[src/rtl/mem_arb_pkg.sv]
// Shared types for the two-port memory arbiter: FSM state encoding and
// requester index.
package mem_arb_pkg;

  // Fixed three-phase access sequence.
  typedef enum logic [1:0] {
    IDLE   = 2'd0,
    ACCESS = 2'd1,
    RESP   = 2'd2
  } arb_state_t;

  // Index of a requester: 0 = instruction fetch, 1 = load/store.
  typedef logic req_idx_t;

  localparam req_idx_t REQ_FETCH = 1'b0;
  localparam req_idx_t REQ_LS    = 1'b1;

  // Pointer value after reset: requester 1 counts as last granted so that
  // requester 0 wins the first tie.
  localparam req_idx_t PTR_RESET = REQ_LS;

endpackage

[src/rtl/rr_pick2.sv]
// Two-way round-robin pick. A lone request always wins; on a tie the
// requester that was not granted last wins.
module rr_pick2
  import mem_arb_pkg::*;
(
  input  logic     req0,
  input  logic     req1,
  input  req_idx_t pointer,
  output logic     grant_valid,
  output req_idx_t grant_idx
);

  // Grant decision, purely combinational.
  always_comb begin
    grant_valid = req0 | req1;
    if (req0 && req1) begin
      grant_idx = (pointer == REQ_FETCH) ? REQ_LS : REQ_FETCH;
    end else if (req1) begin
      grant_idx = REQ_LS;
    end else begin
      grant_idx = REQ_FETCH;
    end
  end

endmodule

[src/rtl/mem_port_arbiter.sv]
// Arbitrates a fetch port and a load/store port onto one single-ported data
// memory. Each access takes a fixed IDLE -> ACCESS -> RESP sequence; the
// request is latched at the grant edge so the requester may change its
// inputs afterwards without disturbing the access in flight.
module mem_port_arbiter
  import mem_arb_pkg::*;
#(
  parameter int DATA_WIDTH = 32
) (
  input  logic                  clk,
  input  logic                  rst,
  input  logic                  req0,
  input  logic                  req1,
  input  logic                  we0,
  input  logic                  we1,
  input  logic [DATA_WIDTH-1:0] addr0,
  input  logic [DATA_WIDTH-1:0] addr1,
  input  logic [DATA_WIDTH-1:0] wdata0,
  input  logic [DATA_WIDTH-1:0] wdata1,
  output logic                  ack0,
  output logic                  ack1,
  output logic [DATA_WIDTH-1:0] rdata0,
  output logic [DATA_WIDTH-1:0] rdata1,
  output logic [DATA_WIDTH-1:0] mem_addr,
  output logic [DATA_WIDTH-1:0] mem_wdata,
  output logic                  mem_we,
  input  logic [DATA_WIDTH-1:0] mem_rdata,
  output logic                  busy
);

  arb_state_t            state;
  arb_state_t            state_next;
  req_idx_t              last_grant;
  req_idx_t              winner;
  req_idx_t              grant_idx;
  logic                  grant_valid;
  logic                  grant_now;
  logic                  we_lat;
  logic [DATA_WIDTH-1:0] addr_lat;
  logic [DATA_WIDTH-1:0] wdata_lat;
  logic                  sel_we;
  logic [DATA_WIDTH-1:0] sel_addr;
  logic [DATA_WIDTH-1:0] sel_wdata;
  logic                  addr_lsb_unused;

  rr_pick2 u_pick (
    .req0        (req0),
    .req1        (req1),
    .pointer     (last_grant),
    .grant_valid (grant_valid),
    .grant_idx   (grant_idx)
  );

  // A grant can only be taken while idle; this is the single edge at which
  // the request and the round-robin pointer are captured.
  assign grant_now = (state == IDLE) && grant_valid;

  // Mux the winning requester's command onto one set of wires.
  always_comb begin
    sel_we    = we0;
    sel_addr  = addr0;
    sel_wdata = wdata0;
    if (grant_idx == REQ_LS) begin
      sel_we    = we1;
      sel_addr  = addr1;
      sel_wdata = wdata1;
    end
  end

  // Byte offset bits do not select anything: accesses are whole words.
  assign addr_lsb_unused = ^sel_addr[1:0];

  // State register.
  always_ff @(posedge clk or posedge rst) begin
    if (rst) begin
      state <= IDLE;
    end else begin
      state <= state_next;
    end
  end

  // Next-state logic: only IDLE waits; the other two phases always advance.
  always_comb begin
    state_next = IDLE;
    case (state)
      IDLE:    state_next = grant_valid ? ACCESS : IDLE;
      ACCESS:  state_next = RESP;
      RESP:    state_next = IDLE;
      default: state_next = IDLE;
    endcase
  end

  // Capture the winning command and advance the round-robin pointer.
  always_ff @(posedge clk or posedge rst) begin
    if (rst) begin
      last_grant <= PTR_RESET;
      winner     <= REQ_FETCH;
      we_lat     <= 1'b0;
      addr_lat   <= '0;
      wdata_lat  <= '0;
    end else if (grant_now) begin
      last_grant <= grant_idx;
      winner     <= grant_idx;
      we_lat     <= sel_we;
      addr_lat   <= {sel_addr[DATA_WIDTH-1:2], 2'b00};
      wdata_lat  <= sel_wdata;
    end
  end

  // Read data lands in the winner's register as ACCESS ends; the other
  // register, and both on a write, keep their previous contents.
  always_ff @(posedge clk or posedge rst) begin
    if (rst) begin
      rdata0 <= '0;
      rdata1 <= '0;
    end else if ((state == ACCESS) && !we_lat) begin
      if (winner == REQ_FETCH) begin
        rdata0 <= mem_rdata;
      end else begin
        rdata1 <= mem_rdata;
      end
    end
  end

  // Outputs decoded from state so reset clears them immediately, which
  // cuts a write short the moment reset arrives mid-access.
  always_comb begin
    busy      = 1'b0;
    mem_we    = 1'b0;
    mem_addr  = '0;
    mem_wdata = '0;
    ack0      = 1'b0;
    ack1      = 1'b0;
    case (state)
      ACCESS: begin
        busy      = 1'b1;
        mem_we    = we_lat;
        mem_addr  = addr_lat;
        mem_wdata = wdata_lat;
      end
      RESP: begin
        busy      = 1'b1;
        mem_addr  = addr_lat;
        mem_wdata = wdata_lat;
        ack0      = (winner == REQ_FETCH);
        ack1      = (winner == REQ_LS);
      end
      default: ;
    endcase
  end

endmodule
[config.mk]
export PLATFORM = sky130hd
export DESIGN_NAME = mem_port_arbiter
export DESIGN_NICKNAME = d
export VERILOG_FILES = /design/src/rtl/mem_arb_pkg.sv /design/src/rtl/rr_pick2.sv /design/src/rtl/mem_port_arbiter.sv
export SDC_FILE = /design/constraint.sdc
export NUM_CORES = 1
export LEC_CHECK = 0
export CAP_MARGIN = 20
export CORE_MARGIN = 2
export CORE_UTILIZATION = 31
export DETAILED_ROUTE_END_ITERATION = 8
export PLACE_DENSITY = 0.71
export SYNTH_ARGS = -nofsm -noshare
export SYNTH_HDL_FRONTEND = slang
export SYNTH_HIERARCHICAL = 1
export SYNTH_SLANG_ARGS = --single-unit
[constraint.sdc]
create_clock -name clk -period 4.11 [get_ports clk]
set_input_delay 0.411 -clock clk [delete_from_list [all_inputs] [get_ports clk]]
set_output_delay 0.411 -clock clk [all_outputs]
set_load 0.01 [all_outputs]
# After elaboration in Yosys (flattened, before gate mapping)
# Cells that the tools add are included.
dict set report totals {
  regBits 131
  in_bits 166
  output_inout_bits 132
}
dict set report op_classes {
  eq_ne 2
  n_mux 14
  n_bitwise 2
  n_reduce_logical 8
}
# cell n
set ops {}
lappend ops {{32-bit two-way mux} 4}
lappend ops {{1-bit two-way mux} 9}
lappend ops {{2-bit one-hot mux with 2 select lines} 1}
lappend ops {{2-bit AND reduction} 2}
lappend ops {{1-bit logical AND} 3}
lappend ops {{2-bit by 1-bit equality test with 1-bit output, second input constant} 1}
lappend ops {{2-bit equality test, second input constant} 1}
lappend ops {{2-bit zero test} 1}
lappend ops {{2-bit OR reduction} 1}
lappend ops {{1-bit zero test} 1}
lappend ops {{1-bit inverter} 1}
lappend ops {{1-bit OR} 1}

# Depth between registers and ports, before layout
dict set report logic_depth {
  word_depth 3
  ltp_mapped 7
}

# Cells and area by module
# The synthesis kept the hierarchy.
# module n_inst cells_per_inst area_per_inst_um2 seq_area_each_um2
set modules_own_cells {}
lappend modules_own_cells {mem_port_arbiter 1 504 6034.5 3279.4}
lappend modules_own_cells {rr_pick2 1 2 13.8 0.0}

# Worst setup path before layout
# No wires, ideal clock.
dict set report synth_path {
  path_type {register to output}
  start {register state[0]}
  end {output port mem_wdata[10]}
  arrival_time_ns 1.232
  t_required_ns 3.699
  path_slack_ns 2.467
  path_stages_with_launch 5
  n_path_buf 1
  cell_sequence {dfrtp_1 inv_1 ha_1 clkbuf_1 and2_1}
}
dict set report synth_via {
  elab_chain_cells 3
}
# element line
set synth_lines {}
lappend synth_lines {{start, declared} mem_port_arbiter.sv:31} ;# arb_state_t state;
lappend synth_lines {{start signal, assigned} mem_port_arbiter.sv:78} ;# state <= state_next;
lappend synth_lines {{2-bit by 1-bit equality test with 1-bit output or 2-bit equality test (tied branches)} mem_port_arbiter.sv:134} ;# case (state)
lappend synth_lines {{2-bit OR reduction (no line) *} -}
lappend synth_lines {{32-bit two-way mux *} mem_port_arbiter.sv:134}
lappend synth_lines {{end, declared} mem_port_arbiter.sv:25} ;# output logic [DATA_WIDTH-1:0] mem_wdata,
# Every way passes the cells marked *; elsewhere a longest branch is shown, timed or not.

# Worst setup path after layout
dict set report layout_path {
  start {register state[0]}
  end {output port mem_wdata[17]}
}
# Same word-level chain as after synthesis.

==> run summary <==
The flow ran to the end, and the final reports show no timing, DRC or antenna violations. The area of placed instances is 0.00914 mm². The setup path with the least slack is of type flip-flop to output pin. In the synthesized netlist the async set-or-reset flop fraction comes to 1.00. The sequential standard cell area came out at between 0.003 and 0.004 mm². The pin slew with the least headroom to its limit came out at slightly above 0.9 ns. Synthesis handed over a netlist of slightly above 500 instances. The path class of the tightest hold or removal check is primary input to async pin.

The worst setup path is captured at an output pin. The fmax is 0.331 GHz. The post-CTS repair timing setup buffer count is 0.

The share of total power dissipated in the clock network is 0.203. TritonCTS built the clock tree. The largest individual stage delay along the critical path comes from the cell ha_2. In this design, the largest share of critical-path delay is due to adder cells. The total power per unit cell area is 830 mW/mm². The average size of a mapped cell came out at roughly 12 µm². The floorplan step set the die width to 144 µm.

The number of enable flip-flop cells after synthesis is 0. The final layout contains routed wiring with a total length of between 15 and 20 mm. The worst path buffer plus inverter count came out at 2. The total placed cells including tap cells is about 1000. STA puts the critical path data arrival time at between 2 and 3 ns. The detailed-route via count came out at slightly below 5000. The number of port buffers came out at 291. The tightest hold margin is 0.464 ns.

The part of the power in combinational logic came out at 0.519. The insertion delay to the later sink of the worst-skew pair is between 0.4 and 0.5 ns. After synthesis, the cell types taking the most area are dfrtp_1, mux2_2, a21oi_1. Entering global routing, the biggest net connects 81 pins. The switching fraction of total power came out at 0.338. The count of fill cells added during filler insertion came out at 1782. The clock tree root buffer cell is clkbuf_16. The dominant register cell in the synthesized netlist is dfrtp_1. The setup total negative slack is 0 ns. After floorplanning, the core was divided into 51 placement rows. The remaining max-slew budget at the tightest pin came out at 0.381. The number of global-route vias before repair is ~4900. After synthesis the netlist holds a flip-flop and latch count of 131. The reported leakage power came out at about 4 nW. The share of final-layout standard cells stronger than drive strength 1 came out at 0.139. The effective utilization at floorplan came out at 0.313.

At the end of the flow the core is filled with cells to 0.506. Counting instances in the post-synthesis netlist gives the leading cell types as dfrtp_1, a21oi_1, and2_1, mux2_2, mux2i_1. From synthesis to final layout, the design area changed by 61.8%. The number of gates resized after CTS was 0. The wire-length estimate of the detail-placed layout is 11.9 mm. The reg-to-reg setup timing slack is 2.04 ns. The weighted congestion reported at the end of routability-driven placement came out at 0.722. The area of the die is around 0.021 mm². The residual overflow from global routing is 0. Setup slack closes at roughly 1.1 ns. The sequential-to-total area share from yosys stat is 0.542.

Of the post-synthesis cell area, the dominant cell type holds 0.538. The clock skew after layout is roughly 0.0070 ns. The clock-pin slew reported for the worst setup and hold paths after clock tree synthesis is 0.06 ns. The buffer depth of the longest clock path is 2.

The biggest area contributor in the post-synthesis netlist is dfrtp_1. The wire length of the first global-routing pass is 26.7 mm. For this design, the CTS-stage hold fixing added 0 buffers. The combined global-route utilization of all metal layers is 0.167.

The clock sink count is 131. After detailed routing, the average wire length per cell comes to ~16 µm. The remaining design rule violation count came out at 0.

The worst setup path is launched from a flip-flop. The minimum period implied by the final worst setup slack is between 3 and 4 ns. At the end of the flow, the number of nets in the layout was around 950. The H-tree was split into 4 levels. The worst vdd rail ir drop is between 0.3 and 0.4 mV. The delay of the slowest critical-path stage is 0.94 ns. The number of I/O pins is 298. The antenna diode count came out at 0. The number of cells in the finished layout apart from fillers came out at approximately 1100. The overall die height is 144 µm. The critical path data required time came out at 3.70 ns. The total power draw came out at 8.12 mW. The multi-input combinational cells in the finished layout cover a total of around 0.0025 mm².

The final standard cell area without fillers is 0.00978 mm². The area of the mapped netlist is 0.00605 mm². Setup repair after global routing left no endpoint under its margin.

Cell internal power was estimated by the tool at 5.38 mW. The setup slack at placement is 1.46 ns. Setup violations remaining at the end of the flow were counted as 0. The number of maximum-capacitance violations is 0. The pre-antenna-repair detailed-routing pass consisted of 4 iterations.

The critical path goes through inv_1 -> ha_2 -> and2_1 -> clkdlybuf4s50_1. The number of clock buffers inserted by TritonCTS is 17. The core region is 0.0193 mm². The remaining number of nets flagged by the antenna check after routing is 0. The worst-path maximum fanout is 63. The count of endpoints failing hold in the final timing report came out at 0. The post-route fraction of the period consumed by the critical path came out at 0.735. The max-slew violation total from the final report is 0. The reported net switching power is 2.75 mW. The power share of the sequential group came out at 0.278.

The number of antenna violations at the first check in global routing is 0. The number of warnings reported in the yosys synthesis log is 6. Among all cell types in the netlist, the one instantiated most often is dfrtp_1. The detailed router's first-iteration violation count came out at 141. In the routed layout, each cell is associated on average with a via count of 4.60. The number of distinct standard cells referenced by the synthesized netlist is 21.
-- cells by family (layout without fill, tap and decap cells) --
kind of cell,after synthesis,count (layout),share of synthesized area
adder cells (fa/ha/maj),4,4,0.00828
AND/OR/NAND/NOR,69,69,0.0747
AO/OA/AOI/OAI,127,127,0.106
other,1,2,0.000620
flip-flops,131,131,0.542
multiplexers,129,129,0.227
buffers and inverters,45,332,0.0416
-- state kept, by name, summed over array words and instances, names as in the netlist --
signal      flops
rdata0         32
last_grant      1
addr_lat       30
rdata1         32
wdata_lat      32
we_lat          1
winner          1
state           2
-- power by group through the flow --
stage	Clock, mW	Sequential, mW	Combinational (mW)
2_1_floorplan	0	2.38	1.90
3_3_place_gp	0	2.25	4.25
3_5_place_dp	0	2.28	4.27
4_1_cts	1.69	2.26	4.29
5_1_grt	1.74	2.34	4.59
6_report	1.65	2.26	4.22
-- cells in the final DEF (no fill, tap or decap) --
master	count
a21boi_4	1
a21oi_1	126
and2_1	63
and2_2	2
and2b_1	1
buf_12	2
buf_4	4
bufinv_16	4
clkbuf_1	1
clkbuf_16	17
clkbuf_8	1
clkdlybuf4s50_1	291
clkinv_2	1
clkinv_4	2
clkinvlp_4	1
conb_1	2
dfrtp_1	130
dfstp_2	1
ha_1	3
ha_2	1
inv_1	2
inv_4	1
inv_6	4
inv_8	1
mux2_1	2
mux2_2	64
mux2i_1	63
nand3b_2	1
nor3b_4	1
or2_2	1
-- cell type report --
class,instances,share of cell area
clock buffer,19,0.0453
sequential,131,0.335
clock inverter,13,0.0201
multi-input combinational,331,0.259
tap,265,0.0339
inverter,3,0.00141
timing repair buffer,297,0.305
-- routing by layer --
metal,global-route usage,part of all wire,vias to the layer above
met2,0.271,0.47,202
li1,-,-,2320
met5,0,0,-
met3,0.0590,0.085,10
met1,0.211,0.43,2341
met4,0.0490,0.0091,0
-- final timing paths --
check	from	endpoint	cells past startpoint
hold reg to reg	rdata0[28]	rdata0[28]	1
setup reg to reg	state[0]	wdata_lat[1]	5
min in group clk	rdata0[28]	rdata0[28]	1
max in group asynchronous	rst	rdata1[16]	3
setup / recovery	state[0]	mem_wdata[17]	4
hold / removal	rst	wdata_lat[30]	2
Power figures use the tool's default switching activity.
